$ cat config.mk
export PLATFORM = sky130hd
export DESIGN_NAME = rgb_hue_sequencer_flat
export DESIGN_NICKNAME = d
export VERILOG_FILES = /design/src/rtl/rgb_hue_sequencer_pkg.sv /design/src/rtl/rgb_hue_sequencer_if.sv /design/src/rtl/rgb_hue_sequencer_pwm_gen.sv /design/src/rtl/rgb_hue_sequencer.sv /design/src/flat_wrapper.sv
export SDC_FILE = /design/constraint.sdc
export NUM_CORES = 1
export LEC_CHECK = 0
export ABC_AREA = 1
export CAP_MARGIN = 25
export CELL_PAD_IN_SITES_DETAIL_PLACEMENT = 1
export CELL_PAD_IN_SITES_GLOBAL_PLACEMENT = 1
export CORE_ASPECT_RATIO = 1.5
export CORE_UTILIZATION = 46
export DETAILED_ROUTE_END_ITERATION = 16
export PLACE_DENSITY = 0.78
export RECOVER_POWER = 25
export SLEW_MARGIN = 20
export SYNTH_ARGS = -nofsm -noshare
export SYNTH_HDL_FRONTEND = slang
export SYNTH_SLANG_ARGS = --single-unit
$ cat constraint.sdc
create_clock -name clk -period 1.54 [get_ports clk]
set_input_delay 0.231 -clock clk [delete_from_list [all_inputs] [get_ports clk]]
set_output_delay 0.231 -clock clk [all_outputs]
set_load 0.02 [all_outputs]
$ cat src/rtl/rgb_hue_sequencer_pkg.sv
// rgb_seq_pkg: phase encoding and per-phase channel sources for the hue wheel.
package rgb_seq_pkg;

    localparam int PHASE_COUNT = 6;

    typedef enum logic [2:0] {
        PH_G_UP,
        PH_R_DN,
        PH_B_UP,
        PH_G_DN,
        PH_R_UP,
        PH_B_DN
    } phase_t;

    typedef enum logic [1:0] {
        SRC_ZERO,
        SRC_RISE,
        SRC_FALL,
        SRC_FULL
    } duty_src_t;

    typedef struct packed {
        duty_src_t r;
        duty_src_t g;
        duty_src_t b;
    } duty_src3_t;

    // Each phase holds one channel at full, one at zero and ramps the third
    function automatic duty_src3_t phase_duty(phase_t ph);
        case (ph)
            PH_G_UP: return '{r: SRC_FULL, g: SRC_RISE, b: SRC_ZERO};
            PH_R_DN: return '{r: SRC_FALL, g: SRC_FULL, b: SRC_ZERO};
            PH_B_UP: return '{r: SRC_ZERO, g: SRC_FULL, b: SRC_RISE};
            PH_G_DN: return '{r: SRC_ZERO, g: SRC_FALL, b: SRC_FULL};
            PH_R_UP: return '{r: SRC_RISE, g: SRC_ZERO, b: SRC_FULL};
            PH_B_DN: return '{r: SRC_FULL, g: SRC_ZERO, b: SRC_FALL};
            default: return '{r: SRC_ZERO, g: SRC_ZERO, b: SRC_ZERO};
        endcase
    endfunction

endpackage

$ cat src/rtl/rgb_hue_sequencer_if.sv
// rgb_hue_sequencer_if: control inputs and LED/status outputs of the hue sequencer.
// Carries step_req only when RGB_SEQ_MANUAL_STEP_EN is defined.
interface rgb_hue_sequencer_if;
    logic       en;
`ifdef RGB_SEQ_MANUAL_STEP_EN
    logic       step_req;
`endif
    logic       RGB_R;
    logic       RGB_G;
    logic       RGB_B;
    logic [2:0] phase;
    logic       cycle_done;

`ifdef RGB_SEQ_MANUAL_STEP_EN
    modport master (output en, output step_req, input RGB_R, input RGB_G, input RGB_B,
                    input phase, input cycle_done);
    modport slave  (input en, input step_req, output RGB_R, output RGB_G, output RGB_B,
                    output phase, output cycle_done);
`else
    modport master (output en, input RGB_R, input RGB_G, input RGB_B,
                    input phase, input cycle_done);
    modport slave  (input en, output RGB_R, output RGB_G, output RGB_B,
                    output phase, output cycle_done);
`endif
endinterface

$ cat src/rtl/rgb_hue_sequencer_pwm_gen.sv
// rgb_pwm_gen: shared free-running PWM counter with period-aligned shadow duties
// and registered, polarity-adjusted LED pins.
module rgb_pwm_gen #(
    parameter int PWM_BITS   = 8,
    parameter int ACTIVE_LOW = 1
) (
    input  logic                clk,
    input  logic                rst_n,
    input  logic                en_i,
    input  logic [PWM_BITS-1:0] duty_r_i,
    input  logic [PWM_BITS-1:0] duty_g_i,
    input  logic [PWM_BITS-1:0] duty_b_i,
    output logic                pin_r_o,
    output logic                pin_g_o,
    output logic                pin_b_o
);

    localparam logic OFF = ACTIVE_LOW != 0;

    logic [PWM_BITS-1:0]      cnt_q, cnt_d;
    logic [2:0][PWM_BITS-1:0] sh_q, sh_d;
    logic [2:0]               pin_q, pin_d;

    // Shadows only reload at the end of a period so a duty change never splits one
    always_comb begin
        cnt_d = cnt_q + 1'b1;
        sh_d  = cnt_q == '1 ? {duty_b_i, duty_g_i, duty_r_i} : sh_q;
        pin_d = {3{OFF}};
        for (int i = 0; i < 3; i++) pin_d[i] = OFF ^ (en_i && cnt_q < sh_q[i]);
    end

    always_ff @(posedge clk or negedge rst_n) begin
        if (!rst_n) begin
            cnt_q <= '0;
            sh_q  <= '0;
            pin_q <= {3{OFF}};
        end else begin
            cnt_q <= cnt_d;
            sh_q  <= sh_d;
            pin_q <= pin_d;
        end
    end

    assign pin_r_o = pin_q[0];
    assign pin_g_o = pin_q[1];
    assign pin_b_o = pin_q[2];

endmodule

$ cat src/rtl/rgb_hue_sequencer.sv
// rgb_hue_sequencer: prescaler, ramp and six-phase hue FSM feeding a shared RGB PWM.
// Define RGB_SEQ_MANUAL_STEP_EN to add a step_req input ORed with the prescaler strobe.
module rgb_hue_sequencer
    import rgb_seq_pkg::*;
#(
    parameter int PWM_BITS   = 8,
    parameter int STEP_CLKS  = 7812,
    parameter int ACTIVE_LOW = 1
) (
    input logic                clk,
    input logic                rst_n,
    rgb_hue_sequencer_if.slave bus
);

    localparam int                  PW  = $clog2(STEP_CLKS + 1);
    localparam logic [PWM_BITS-1:0] MAX = '1;

    logic [PW-1:0]       presc_q, presc_d;
    logic [PWM_BITS-1:0] ramp_q, ramp_d;
    phase_t              phase_q, phase_d;
    logic                done_q, done_d;
    logic                tc, step, wrap;
    duty_src3_t          src;

    function automatic logic [PWM_BITS-1:0] src_val(duty_src_t s, logic [PWM_BITS-1:0] r);
        return s == SRC_ZERO ? '0 : s == SRC_RISE ? r : s == SRC_FALL ? MAX - r : MAX;
    endfunction

    always_comb begin
        tc      = bus.en && presc_q == PW'(STEP_CLKS - 1);
`ifdef RGB_SEQ_MANUAL_STEP_EN
        step    = tc || (bus.en && bus.step_req);
`else
        step    = tc;
`endif
        wrap    = step && ramp_q == MAX;
        presc_d = !bus.en ? presc_q : tc ? '0 : presc_q + 1'b1;
        ramp_d  = step ? ramp_q + 1'b1 : ramp_q;
        phase_d = !wrap ? phase_q
                : phase_q == phase_t'(3'(PHASE_COUNT - 1)) ? PH_G_UP
                : phase_t'(phase_q + 3'd1);
        done_d  = wrap && phase_q == phase_t'(3'(PHASE_COUNT - 1));
        src     = phase_duty(phase_q);
    end

    always_ff @(posedge clk or negedge rst_n) begin
        if (!rst_n) begin
            presc_q <= '0;
            ramp_q  <= '0;
            phase_q <= PH_G_UP;
            done_q  <= 1'b0;
        end else begin
            presc_q <= presc_d;
            ramp_q  <= ramp_d;
            phase_q <= phase_d;
            done_q  <= done_d;
        end
    end

    assign bus.phase      = phase_q;
    assign bus.cycle_done = done_q;

    rgb_pwm_gen #(
        .PWM_BITS  (PWM_BITS),
        .ACTIVE_LOW(ACTIVE_LOW)
    ) u_pwm (
        .clk     (clk),
        .rst_n   (rst_n),
        .en_i    (bus.en),
        .duty_r_i(src_val(src.r, ramp_q)),
        .duty_g_i(src_val(src.g, ramp_q)),
        .duty_b_i(src_val(src.b, ramp_q)),
        .pin_r_o (bus.RGB_R),
        .pin_g_o (bus.RGB_G),
        .pin_b_o (bus.RGB_B)
    );

endmodule
$ cat src/flat_wrapper.sv
// flat-port wrapper written by rule: the top's interface ports become plain ports
module rgb_hue_sequencer_flat import rgb_seq_pkg::*;
#(
    parameter int PWM_BITS   = 8,
    parameter int STEP_CLKS  = 7812,
    parameter int ACTIVE_LOW = 1
)
  (clk, rst_n, bus_en, bus_RGB_R, bus_RGB_G, bus_RGB_B, bus_phase, bus_cycle_done);
  rgb_hue_sequencer_if bus_i ();
  input logic clk;
  input logic rst_n;
  input wire logic [$bits(bus_i.en)-1:0] bus_en;
  output wire logic [$bits(bus_i.RGB_R)-1:0] bus_RGB_R;
  output wire logic [$bits(bus_i.RGB_G)-1:0] bus_RGB_G;
  output wire logic [$bits(bus_i.RGB_B)-1:0] bus_RGB_B;
  output wire logic [$bits(bus_i.phase)-1:0] bus_phase;
  output wire logic [$bits(bus_i.cycle_done)-1:0] bus_cycle_done;
  assign bus_i.en = bus_en;
  assign bus_RGB_R = bus_i.RGB_R;
  assign bus_RGB_G = bus_i.RGB_G;
  assign bus_RGB_B = bus_i.RGB_B;
  assign bus_phase = bus_i.phase;
  assign bus_cycle_done = bus_i.cycle_done;
  rgb_hue_sequencer #(.PWM_BITS(PWM_BITS), .STEP_CLKS(STEP_CLKS), .ACTIVE_LOW(ACTIVE_LOW)) u_core (.clk(clk), .rst_n(rst_n), .bus(bus_i));
endmodule
After elaboration in Yosys (flattened, before gate mapping)
Index checks and enable logic that the tools add are counted.
- register bits after elaboration: 60
- input port bits: 3
- add/subtract/negate cells: 5
- $lt $le $gt $ge: 3
- equality and inequality tests: 14
- mux-type cells: 12
- bitwise logic cells: 3
- reductions and logical operators: 10
- operators by type and width (operator ; number):
    2-to-1 mux 8 bit ; 9
    one-hot mux 6 bit (6 select lines) ; 1
    < comparator 8 bit ; 3
    adder 8 x 1 -> 8 bit, second input constant ; 2
    == test 8 bit, second input constant ; 2
    adder 13 x 1 -> 13 bit, second input constant ; 1
    == test 13 bit, second input constant ; 1
    2-to-1 mux 13 bit ; 1
    subtractor 8 bit, first input constant ; 1
    == test 2 x 1 -> 1 bit, second input constant ; 3
    == test 2 bit, second input constant ; 3
    == test 3 x 2 -> 1 bit, second input constant ; 2
    == test 3 bit, second input constant ; 2
    logical AND 1 bit ; 6
    logical NOT 2 bit ; 3
    adder 3 x 1 -> 3 bit, second input constant ; 1
    == test 3 x 1 -> 1 bit, second input constant ; 1
    logical NOT 3 bit ; 1
    2-to-1 mux 3 bit ; 1
    inverter 1 bit ; 3

Logic depth before layout (Yosys ltp)
- depth in word-level cells: 6
- gate-level depth with buffers: 10
- depth with buffers taken out: 9

By module
Synthesis repeated with hierarchy kept, for this count alone.
- cell total of the unflattened synthesis: 515
- area, all modules: 3803.6 sq um
- modules (own cells, without submodules) (module ; times used ; cells an instance ; area each (sq um)):
    rgb_pwm_gen ; 1 ; 238 ; 1970.6
    rgb_hue_sequencer ; 1 ; 277 ; 1833.0

Worst setup path before layout
OpenSTA, ideal clock, no wires.
- path type: register -> register
- start: register u_core.u_pwm.cnt_q[1]
- end: register u_core.u_pwm.sh_q[5] (netlist name)
- setup time: 0.117 ns
- data arrival time: 1.256 ns
- data required time: 1.423 ns
- setup slack: 0.167 ns
- stages on the path, launching flop included: 8
- buffers on the path: 1
- period minus slack after synthesis: 1.373 ns
- path through: dfrtp_1 > ha_1 > nand3_2 > nor2_4 > nand3_4 > clkinv_4 > buf_6 > o21ai_2
- longest elaborated chain between the ends: 1
- ends and longest elaborated chain (element ; RTL line ; source):
    start: declaration ; rgb_hue_sequencer_pwm_gen.sv:20 ; logic [PWM_BITS-1:0] cnt_q, cnt_d;
    start signal: assignment ; rgb_hue_sequencer_pwm_gen.sv:38 ; cnt_q <= cnt_d;
    == test 8 bit ; rgb_hue_sequencer_pwm_gen.sv:27 ; sh_d = cnt_q == '1 ? {duty_b_i, duty_g_i, duty_r_i} : sh_q;
    end signal: assignment ; rgb_hue_sequencer_pwm_gen.sv:35 ; sh_q <= '0;
    end signal: assignment ; rgb_hue_sequencer_pwm_gen.sv:39 ; sh_q <= sh_d;
    end: declaration ; rgb_hue_sequencer_pwm_gen.sv:21 ; logic [2:0][PWM_BITS-1:0] sh_q, sh_d;
Every way passes these cells.
A chain may end at the register's enable or synchronous reset.

Worst setup path after layout
- start: register u_core.u_pwm.cnt_q[2]
- end: register u_core.u_pwm.cnt_q[7]
- longest elaborated chain between the ends: 1
- ends and longest elaborated chain (element ; RTL line ; source):
    adder 8 x 1 -> 8 bit ; rgb_hue_sequencer_pwm_gen.sv:26 ; cnt_d = cnt_q + 1'b1;
    via u_core.u_pwm.cnt_d[7] ; rgb_hue_sequencer_pwm_gen.sv:20 ;
The timed path passes the listed nets, and every way through them passes these cells.

==> key figures <==
Die
  • Die width: roughly 76 um
  • # IOs: 10
  • Overall die height: approximately 110 um
  • Starting Density: 48.25%
  • Die Area: 8510 sq um
  • Area of the core: about 7800 sq um
  • Cell row count: 39

Synthesis
  • Adder-cell share of the synthesized area: 8.356%
  • Top cell type's share of synthesized area: 38.10%
  • Synth top area cells: dfrtp_1 (38%), nand2_1 (17%), ha_1 (8.4%)
  • Synth warn: 0
  • Sequential share of the synthesized area: 40.21%
  • Yosys top cell by area: dfrtp_1
  • Mapped cell area: around 3700 sq um
  • Post-synthesis compound-gate area fraction: 9.392%
  • Cell variety after synth: 32
  • Syn_nets: between 500 and 600
  • Main combinational cell family by area after synthesis: simple AND/OR/NAND/NOR gates
  • Post-synthesis simple-gate area fraction: between 20 and 30%
  • Mean Syn Cell Area: 7.593 sq um
  • EDFF count, synth: 0
  • Post-synthesis xor/xnor area fraction: 3.275%
  • Post-synth top flop: dfrtp_1
  • Mux contribution to synthesized area: 0%
  • Register bit count reported by yosys: 60
  • Synth Instances: 493
  • Post-synth ARST share: 100.0%

Global routing
  • Tot GR Track Use: 27.42%
  • First-pass GRT wire length: 17.07 mm
  • Overflow after GRT: 0
  • Vias in the first global route: 3,603
  • Initial antenna violation count: 0
  • Largest net degree at the start of global routing: 61

Clock network
  • Total CTS buffers: 9
  • CTS Sinks: 60
  • Root Driver: clkbuf_16
  • CTS H-tree lvls: 3
  • Clock buffer depth: 2
  • Reg clk slew, reported paths: approximately 50 ps
  • CTS tree: yes
  • Clk_lat worst skew: 330 ps

Placed design
  • HPWL after detailed placement: approximately 7.5 mm
  • Pre-CTS WS: -140.3 ps
  • Final GP Congestion: 0.9510
  • IO buf count: 9

Power
  • Cell internal pwr: 3.013 mW
  • Total power: 4.129 mW
  • Clock power frac: 45.1%
  • PwrDens: 922.7 nW/um^2
  • Psw: 1.115 mW
  • Switching part of the total: 27.01%
  • Seq pwr share: 43.3%
  • Part of the power in combinational logic: 11.6%
  • VDD IR max: 0.7960 mV
  • Pleak: 2.263 nW

Run status
  • Violated checks: negative setup slack
  • Status: finished with violations

STA
  • Endpoints failing hold: 0
  • Period utilisation layout: 102.9%
  • Tmin final: 1585 ps
  • Slew @ Worst Pin: 866.5 ps
  • Slew Limit Fails: 0
  • Fmax: 0.6308 GHz
  • Setup Viol. Count Final: 1
  • Slew margin rel.: 42.24%
  • Fin Setup TNS: -45.38 ps
  • Clock skew: 4.026 ps
  • Final WS setup: -45.38 ps

Min path
  • Min-Delay Path Class: flip-flop to flip-flop
  • Hold Path Origin: u_core.u_pwm.sh_q[23]$_DFFE_PN0N_

Setup path
  • CP startpoint kind: flip-flop
  • Worst Setup SP: u_core.u_pwm.cnt_q[2]$_DFF_PN0_
  • Crit Path Class: flip-flop to flip-flop
  • Worst Path Arrival: 1810 ps
  • CP Capture Type: flip-flop
  • RR Startpoint: u_core.u_pwm.cnt_q[2]$_DFF_PN0_
  • CP Max Fanout: 5
  • Worst Path Required: 1760 ps

Layout
  • Final Net Count: 563
  • Fillers: 996
  • Area delta synth->final: 19.52%
  • Commonest non-fill, non-tap cells in the layout: nand2_1 (162), inv_1 (69), dfrtp_1 (55), nor2_1 (38), buf_4 (28)
  • Commonest non-fill, non-tap cell in the layout: nand2_1
  • Antenna Cells: 0
  • Core Util, Final: 57.67%
  • Share of cells above drive strength 1: around 16%

Detailed routing
  • Post-DRT Antenna Nets: 0
  • Via count: 3,342
  • Via-to-Cell Ratio: 5.206
  • Avg WL per Cell: about 17 um
  • DR DRC count: 0
  • TritonRoute pass-1 iters: 4
  • Starting DRT DRC Count: 170
  • Routed WL: 10.71 mm

Flow run
  • Max-cap violations: 0
## sequential cells by signal, indices dropped and copies added, names as in the netlist
register	flops
u_core.ramp_q	8
u_core.bus.phase	3
u_core.u_pwm.cnt_q	8
u_core.u_pwm.pin_q	3
u_core.u_pwm.sh_q	24
u_core.presc_q	13
u_core.bus.cycle_done	1
## worst max-delay path, stage by stage, from the launching register on
cell and delay [ps]:
dfrtp_1 480, nand3_1 170, nor3_1 450, nand3_1 220, nand2_1 100, nand2_1 50
## Yosys cell counts, types with 2 or more instances
library cell,n
nand2_1,165
inv_1,69
dfrtp_1,57
nor2_1,38
nand3_1,26
ha_1,25
o21ai_0,20
o21ai_2,17
xor2_1,14
nand4_1,11
a21oi_1,6
o21ai_1,6
buf_2,5
a31oi_1,3
buf_6,3
dfstp_2,3
nor2_2,3
nor2_4,3
nor3_1,3
inv_2,2
nand2_2,2
nand3b_1,2
## cell families (layout without fill, tap and decap cells)
kind of cell	Yosys count	after routing
AO/OA/AOI/OAI	54	54
XOR/XNOR	14	14
AND/OR/NAND/NOR	256	256
adder cells (fa/ha/maj)	25	25
buffers and inverters	84	131
flip-flops	60	60
## layout make-up
| class | count | area [sq um] | share of cell area [%] |
|---|---|---|---|
| inverter | 73 | 279.0 | 6.236 |
| clock inverter | 2 | 10.01 | 0.2237 |
| timing repair buffer | 42 | 369.1 | 8.249 |
| clock buffer | 14 | 264.0 | 5.900 |
| multi-input combinational | 349 | 1917 | 42.84 |
| tap | 102 | 127.6 | 2.852 |
| sequential | 60 | 1508 | 33.70 |
## final timing paths
path                                                          end  slack (ps)  cells after the start
max in group asynchronous         u_core.bus.phase[2]$_DFFE_PN0P_         260                      3
worst min-delay path            u_core.u_pwm.sh_q[23]$_DFFE_PN0N_         480                      2
worst max register to register    u_core.u_pwm.cnt_q[7]$_DFF_PN0_         -50                      5
worst max-delay path              u_core.u_pwm.cnt_q[7]$_DFF_PN0_         -50                      5
min in group asynchronous        u_core.u_pwm.sh_q[7]$_DFFE_PN0N_         650                      3
worst min register to register  u_core.u_pwm.sh_q[23]$_DFFE_PN0N_         480                      2
## power by group through the flow
stage          clock [mW]  combinational, mW  sequential, mW
5_1_grt              1.97              0.548            1.80
6_report             1.86              0.479            1.79
2_1_floorplan           0              0.299            1.75
3_3_place_gp            0              0.429            1.80
4_1_cts              1.90              0.453            1.77
3_5_place_dp            0              0.441            1.80
## metal layers
| metal | vias up | track usage [%] | wire length, um |
|---|---|---|---|
| met3 | 25 | 4.758 | 154 |
| met5 | - | 0 | 0 |
| li1 | 1634 | - | - |
| met1 | 1650 | 28.76 | 4042 |
| met4 | 0 | 11.73 | 363 |
| met2 | 33 | 51.13 | 6147 |
## through the flow
step                instances  cell area [sq um]  hold slack (ps)
finish                    642               4474            476.8
global route              642               4474            503.2
CTS                       636               4370            461.1
detailed placement        619               4094            271.0
global placement          619               4094            267.1
floorplan                 493               3744           -64.59
## timing repair
| action | in CTS | in global routing |
|---|---|---|
| hold buffers | 1 | 0 |
| setup endpoints to repair | 6 | 42 |
| gates cloned | 0 | 2 |
| pin swaps | 0 | 3 |
| setup buffers | 0 | 4 |
| gates resized for setup | 6 | 12 |
| endpoints found under the hold margin | 57 | 0 |
No activity file was read; power rests on OpenSTA's default activity.
